### src/rtl/muldiv_seq.sv
// Iterative RV32M multiply/divide unit: shift-add multiplier and restoring divider, one bit per cycle.
// Normal ops take XLEN+2 edges to done; divide-by-zero and signed overflow finish in a single edge.
module muldiv_seq #(
    parameter int XLEN = 32
) (
    input  logic            clk,
    input  logic            reset,
    input  logic            start,
    input  logic [2:0]      op,
    input  logic [XLEN-1:0] rs1,
    input  logic [XLEN-1:0] rs2,
    input  logic            flush,
    output logic            busy,
    output logic            done,
    output logic [XLEN-1:0] result
);

    localparam int CW = $clog2(XLEN + 1);

    localparam logic [2:0] OP_MUL    = 3'd0;
    localparam logic [2:0] OP_MULH   = 3'd1;
    localparam logic [2:0] OP_MULHSU = 3'd2;
    localparam logic [2:0] OP_MULHU  = 3'd3;
    localparam logic [2:0] OP_DIV    = 3'd4;
    localparam logic [2:0] OP_DIVU   = 3'd5;
    localparam logic [2:0] OP_REM    = 3'd6;

    typedef enum logic [1:0] {
        S_IDLE,
        S_CALC,
        S_FIX,
        S_DONE
    } state_t;

    state_t            state_q, state_d;
    logic [CW-1:0]     cnt_q, cnt_d;
    logic [2:0]        op_q, op_d;
    logic [XLEN-1:0]   opa_q, opa_d;
    logic [2*XLEN-1:0] acc_q, acc_d;
    logic              neg_q, neg_d;
    logic [XLEN-1:0]   result_q, result_d;

    // Operand decode on the incoming request
    logic            rs1_sgn, rs2_sgn, s1, s2;
    logic            is_div, is_rem, div_zero, div_ovf;
    logic [XLEN-1:0] abs1, abs2, special_val;

    assign rs1_sgn = (op == OP_MULH) || (op == OP_MULHSU) || (op == OP_DIV) || (op == OP_REM);
    assign rs2_sgn = (op == OP_MULH) || (op == OP_DIV) || (op == OP_REM);
    assign s1      = rs1_sgn & rs1[XLEN-1];
    assign s2      = rs2_sgn & rs2[XLEN-1];
    assign abs1    = s1 ? -rs1 : rs1;
    assign abs2    = s2 ? -rs2 : rs2;
    assign is_div  = op[2];
    assign is_rem  = op[2] & op[1];

    assign div_zero = is_div && (rs2 == '0);
    assign div_ovf  = is_div && !op[0] && (rs1 == {1'b1, {(XLEN-1){1'b0}}}) && (rs2 == '1);

    always_comb begin
        special_val = rs1;
        if (div_zero) begin
            special_val = is_rem ? rs1 : '1;
        end else if (is_rem) begin
            special_val = '0;
        end
    end

    // acc holds {product_hi, multiplier} for multiply and {remainder, dividend/quotient} for divide
    logic [XLEN:0]     mul_sum, rem_sh, rem_diff;
    logic [2*XLEN-1:0] acc_mul, acc_div;

    assign mul_sum  = {1'b0, acc_q[2*XLEN-1:XLEN]} + {1'b0, {XLEN{acc_q[0]}} & opa_q};
    assign acc_mul  = {mul_sum, acc_q[XLEN-1:1]};
    assign rem_sh   = acc_q[2*XLEN-1:XLEN-1];
    assign rem_diff = rem_sh - {1'b0, opa_q};
    assign acc_div  = rem_diff[XLEN] ? {rem_sh[XLEN-1:0], acc_q[XLEN-2:0], 1'b0}
                                     : {rem_diff[XLEN-1:0], acc_q[XLEN-2:0], 1'b1};

    logic [2*XLEN-1:0] prod_fix;
    logic [XLEN-1:0]   quo_fix, rem_fix, fix_val;

    assign prod_fix = neg_q ? -acc_q : acc_q;
    assign quo_fix  = neg_q ? -acc_q[XLEN-1:0] : acc_q[XLEN-1:0];
    assign rem_fix  = neg_q ? -acc_q[2*XLEN-1:XLEN] : acc_q[2*XLEN-1:XLEN];

    always_comb begin
        fix_val = rem_fix;
        case (op_q)
            OP_MUL:                        fix_val = prod_fix[XLEN-1:0];
            OP_MULH, OP_MULHSU, OP_MULHU:  fix_val = prod_fix[2*XLEN-1:XLEN];
            OP_DIV, OP_DIVU:               fix_val = quo_fix;
            default:                       fix_val = rem_fix;
        endcase
    end

    always_comb begin
        state_d  = state_q;
        cnt_d    = cnt_q;
        op_d     = op_q;
        opa_d    = opa_q;
        acc_d    = acc_q;
        neg_d    = neg_q;
        result_d = result_q;
        if (flush) begin
            state_d = S_IDLE;
        end else begin
            case (state_q)
                S_IDLE, S_DONE: begin
                    state_d = S_IDLE;
                    if (start) begin
                        op_d  = op;
                        opa_d = is_div ? abs2 : abs1;
                        acc_d = {{XLEN{1'b0}}, is_div ? abs1 : abs2};
                        neg_d = is_rem ? s1 : (s1 ^ s2);
                        cnt_d = '0;
                        if (div_zero || div_ovf) begin
                            result_d = special_val;
                            state_d  = S_DONE;
                        end else begin
                            state_d = S_CALC;
                        end
                    end
                end
                S_CALC: begin
                    acc_d = op_q[2] ? acc_div : acc_mul;
                    cnt_d = cnt_q + 1'b1;
                    if (cnt_q == CW'(XLEN - 1)) begin
                        state_d = S_FIX;
                    end
                end
                S_FIX: begin
                    result_d = fix_val;
                    state_d  = S_DONE;
                end
                default: state_d = S_IDLE;
            endcase
        end
    end

    always_ff @(posedge clk) begin
        if (reset) begin
            state_q  <= S_IDLE;
            cnt_q    <= '0;
            op_q     <= '0;
            opa_q    <= '0;
            acc_q    <= '0;
            neg_q    <= 1'b0;
            result_q <= '0;
        end else begin
            state_q  <= state_d;
            cnt_q    <= cnt_d;
            op_q     <= op_d;
            opa_q    <= opa_d;
            acc_q    <= acc_d;
            neg_q    <= neg_d;
            result_q <= result_d;
        end
    end

    assign busy   = (state_q == S_CALC) || (state_q == S_FIX);
    assign done   = (state_q == S_DONE);
    assign result = result_q;

endmodule

### config.mk
export PLATFORM = sky130hd
export DESIGN_NAME = muldiv_seq
export DESIGN_NICKNAME = d
export VERILOG_FILES = /design/src/rtl/muldiv_seq.sv
export SDC_FILE = /design/constraint.sdc
export NUM_CORES = 1
export LEC_CHECK = 0
export ABC_CLOCK_PERIOD_IN_PS = 3640
export BUFFER_PORTS_ARGS = -buffer_cell sky130_fd_sc_hd__buf_2
export CAP_MARGIN = 20
export CORE_ASPECT_RATIO = 1.5
export CORE_UTILIZATION = 54
export CTS_CLUSTER_DIAMETER = 30
export DETAILED_ROUTE_END_ITERATION = 10
export GPL_TIMING_DRIVEN = 0
export PLACE_DENSITY = 0.72
export SYNTH_ARGS = -nofsm -noshare
export SYNTH_HDL_FRONTEND = slang
export SYNTH_SLANG_ARGS = --single-unit
### constraint.sdc
create_clock -name clk -period 3.64 [get_ports clk]
set_input_delay 0 -clock clk [delete_from_list [all_inputs] [get_ports clk]]
set_output_delay 0 -clock clk [all_outputs]
set_load 0.03 [all_outputs]
==> metrics <==
vias in the first global route=17837; global-route wire length before repair=110 mm; register bit total from synthesis=140; post-synth top area share=18.7%; remaining global-route overflow=0; Hold Path End=opa_q[0]; core area=0.0273 mm²; maxcap violations=0; EDFF count, synth=0; top-count cell post-synth=nand2_1; min cycle time layout=3.63 ns; Num CTS Buffers=17; via/cell ratio=7.10; Synth Area in Simple Gates=22.5%; Final ANT Viol Nets=0; GR peak layer=met2; die area=0.0285 mm²; Max FO, Critical Path=10; ys flop type=dfxtp_1; Ports=105; worst r2r src=state_q[0]; Synth Instances=2131; Min-Delay Path Class=in -> reg; HPWL Detailed=57.3 mm; Max Fclk=275 MHz; Root Buffer=clkbuf_16; setup slack, reg-to-reg=0.007 ns; Worst-path clk slew=0.07 ns; Final Slew Violations=0; total negative slack=0 ns; FP Rows=74; CP Launch Type=flip-flop; Post-synth top cells=nand2_1, nor2_1, a21oi_1; Hold Vio Cnt, Final=0; crit end category=flip-flop; Layout Skew=0.0236 ns; M3 GR Usage=18.6%; Synth Area in XOR/XNOR=9.45%; Synth Area in Compound Gates=31.4%; Critical Path RT=3.99 ns; Synth Area in Adders=8.17%; # setup viols final=0; pwr/cell area=321 mW/mm²; Post-Syn Area per Cell=7.05 µm²; R2R depth=10; YS warnings=0; share of layout cells above drive strength 1=10.7%; Total Routing Usage GR=52.3%; Worst Max-Slew Pin Slew=1.12 ns; initial antenna violation count=1; PortBufs=101; Final Cycle Share=99.8%; Hold Startpoint=rs1[0]; Area contributors post-synth=dfxtp_1, nand2_1, a21oi_1; arrival time at the worst endpoint=3.99 ns; clk_lat worst skew=0.48 ns; fill cell count=2594; worst slew margin relative to its limit=24.8%; Die W=138 µm; Distinct cells, synth=88; worst hold slack=0.0180 ns; area after detailed placement=0.0160 mm²; main combinational cell family by area after synthesis=compound AO/OA/AOI/OAI gates; routed wire length=73.9 mm; CTS max path bufs=2; Vias=18628; Nets=2412; Die Height=206 µm; Final Wtd Congestion=1.12; largest net degree at the start of global routing=17; Area growth syn-to-layout=12.6%; reg2reg end=acc_q[46]; wire per inst=28.2 µm; syn nets=2278; leakage=0.00650 µW; htree depth=4; Final Power=5420 µW; peak supply drop=0.000324 V; RSZ-0062 raised after global routing=true; fin area=0.0169 mm²; DR DRC count=0; status=finished, final reports clean; synthesized area=0.0150 mm²; sequential element share of the synthesized area=18.7%; WHS Path Cells=3; Yosys top cell by area=dfxtp_1; critical path type=reg -> reg; Pre-Repair DR Iteration Count=8; initial core utilization=55.0%; clk sink count=140; M2 GR Usage=83.5%; CTS tree=done; met1 usage=50.4%; fraction of registers with async set/reset=0%; mux contribution to synthesized area=4.16%; DRT iter0 DRCs=2118
## routing by layer
layer	share of wire (%)	up-vias
li1	-	8121
met1	32	8522
met2	44	1425
met3	11	558
met4	13	2
met5	0.034	-
## how the worst max path moves through the flow
stage / to / startpoint / cells after the start / slack (ns)
finish: acc_q[46] / state_q[0] / 10 / 0.007
global placement: acc_q[60] / acc_q[31] / 13 / -0.76
global route: acc_q[56] / acc_q[0] / 14 / -0.05
floorplan: acc_q[32] / acc_q[31] / 14 / 0.37
detailed placement: acc_q[56] / acc_q[31] / 14 / -0.80
CTS: acc_q[56] / acc_q[0] / 14 / 0.004
## cells in the final DEF (no fill, tap or decap), types with 15 or more instances in the layout
cell | Yosys | routed
a211oi_1 | 29 | 26
a21o_1 | 30 | 30
a21oi_1 | 186 | 183
a22oi_1 | 15 | 15
a31oi_1 | 24 | 24
buf_2 | 9 | 110
clkbuf_1 | 134 | 126
clkbuf_16 | 0 | 17
dfxtp_1 | 140 | 138
ha_1 | 74 | 72
inv_1 | 68 | 67
maj3_1 | 26 | 26
mux2_2 | 19 | 19
mux2i_1 | 41 | 41
nand2_1 | 258 | 256
nand3_1 | 46 | 46
nand4_1 | 21 | 21
nor2_1 | 202 | 200
nor3_1 | 53 | 51
nor4_1 | 22 | 21
o211ai_1 | 50 | 50
o21a_1 | 18 | 18
o21ai_0 | 163 | 160
o221ai_1 | 21 | 21
o22ai_1 | 16 | 16
o31ai_1 | 31 | 30
or3_1 | 24 | 24
or4_1 | 15 | 15
xnor2_1 | 83 | 83
xor2_1 | 79 | 79
## metrics by stage
stage               instances  utilization [%]  worst slack (ns)
floorplan                2131                -             0.373
global placement         2574             58.4            -0.762
detailed placement       2575             58.4            -0.803
CTS                      2616             61.2           0.00439
global route             2620             61.9           -0.0455
finish                   2622             61.9           0.00691
## state kept, by name (all words and copies together), names as in the netlist
signal,cells
neg_q,1
result,32
state_q,2
op_q,3
acc_q,64
opa_q,32
cnt_q,6
## kinds of logic (layout without fill, tap and decap cells)
| family | count (synthesis) | in the layout |
|---|---|---|
| other cells | 0 | 2 |
| buf+inv | 221 | 368 |
| mux | 60 | 60 |
| flops | 140 | 140 |
| xor+xnor | 162 | 162 |
| fa+ha+maj | 102 | 102 |
| simple gates | 723 | 723 |
| compound gates | 723 | 723 |
## final cells by class
class | count | area, µm² | area share [%]
flip-flops and latches | 140 | 2810 | 16.6
plain buffers | 148 | 599 | 3.55
clock inverters | 14 | 176 | 1.04
multi-input cells | 1770 | 11500 | 68.3
repair buffers | 118 | 641 | 3.79
well taps | 342 | 428 | 2.53
clock buffers | 18 | 439 | 2.60
inverters | 70 | 263 | 1.55
diodes | 2 | 5.00 | 0.0296
## where the power goes
group          internal, µW  switching [µW]  total [µW]
logic                   569            1210        1780
registers              1600             113        1710
clock network          1060             879        1930
total                  3220            2200        5420
## critical path: stages, from the launching register on
cell and delay [ns]:
dfxtp_1 0.36, inv_1 0.09, ha_1 0.34, inv_1 0.15, o21a_1 0.17, clkbuf_1 0.46
nand2_1 0.56, nor3_2 0.69, clkbuf_2 0.46, a22oi_1 0.12, o41ai_1 0.11
## timing repair
| action | in CTS | in global routing |
|---|---|---|
| pin swaps | 6 | 6 |
| setup buffers | 5 | 4 |
| resized for setup | 22 | 35 |
| hold buffers | 5 | 0 |
| setup endpoints to repair | 35 | 46 |
| endpoints found under the hold margin | 5 | 0 |
(Power assumes the default switching activity.)
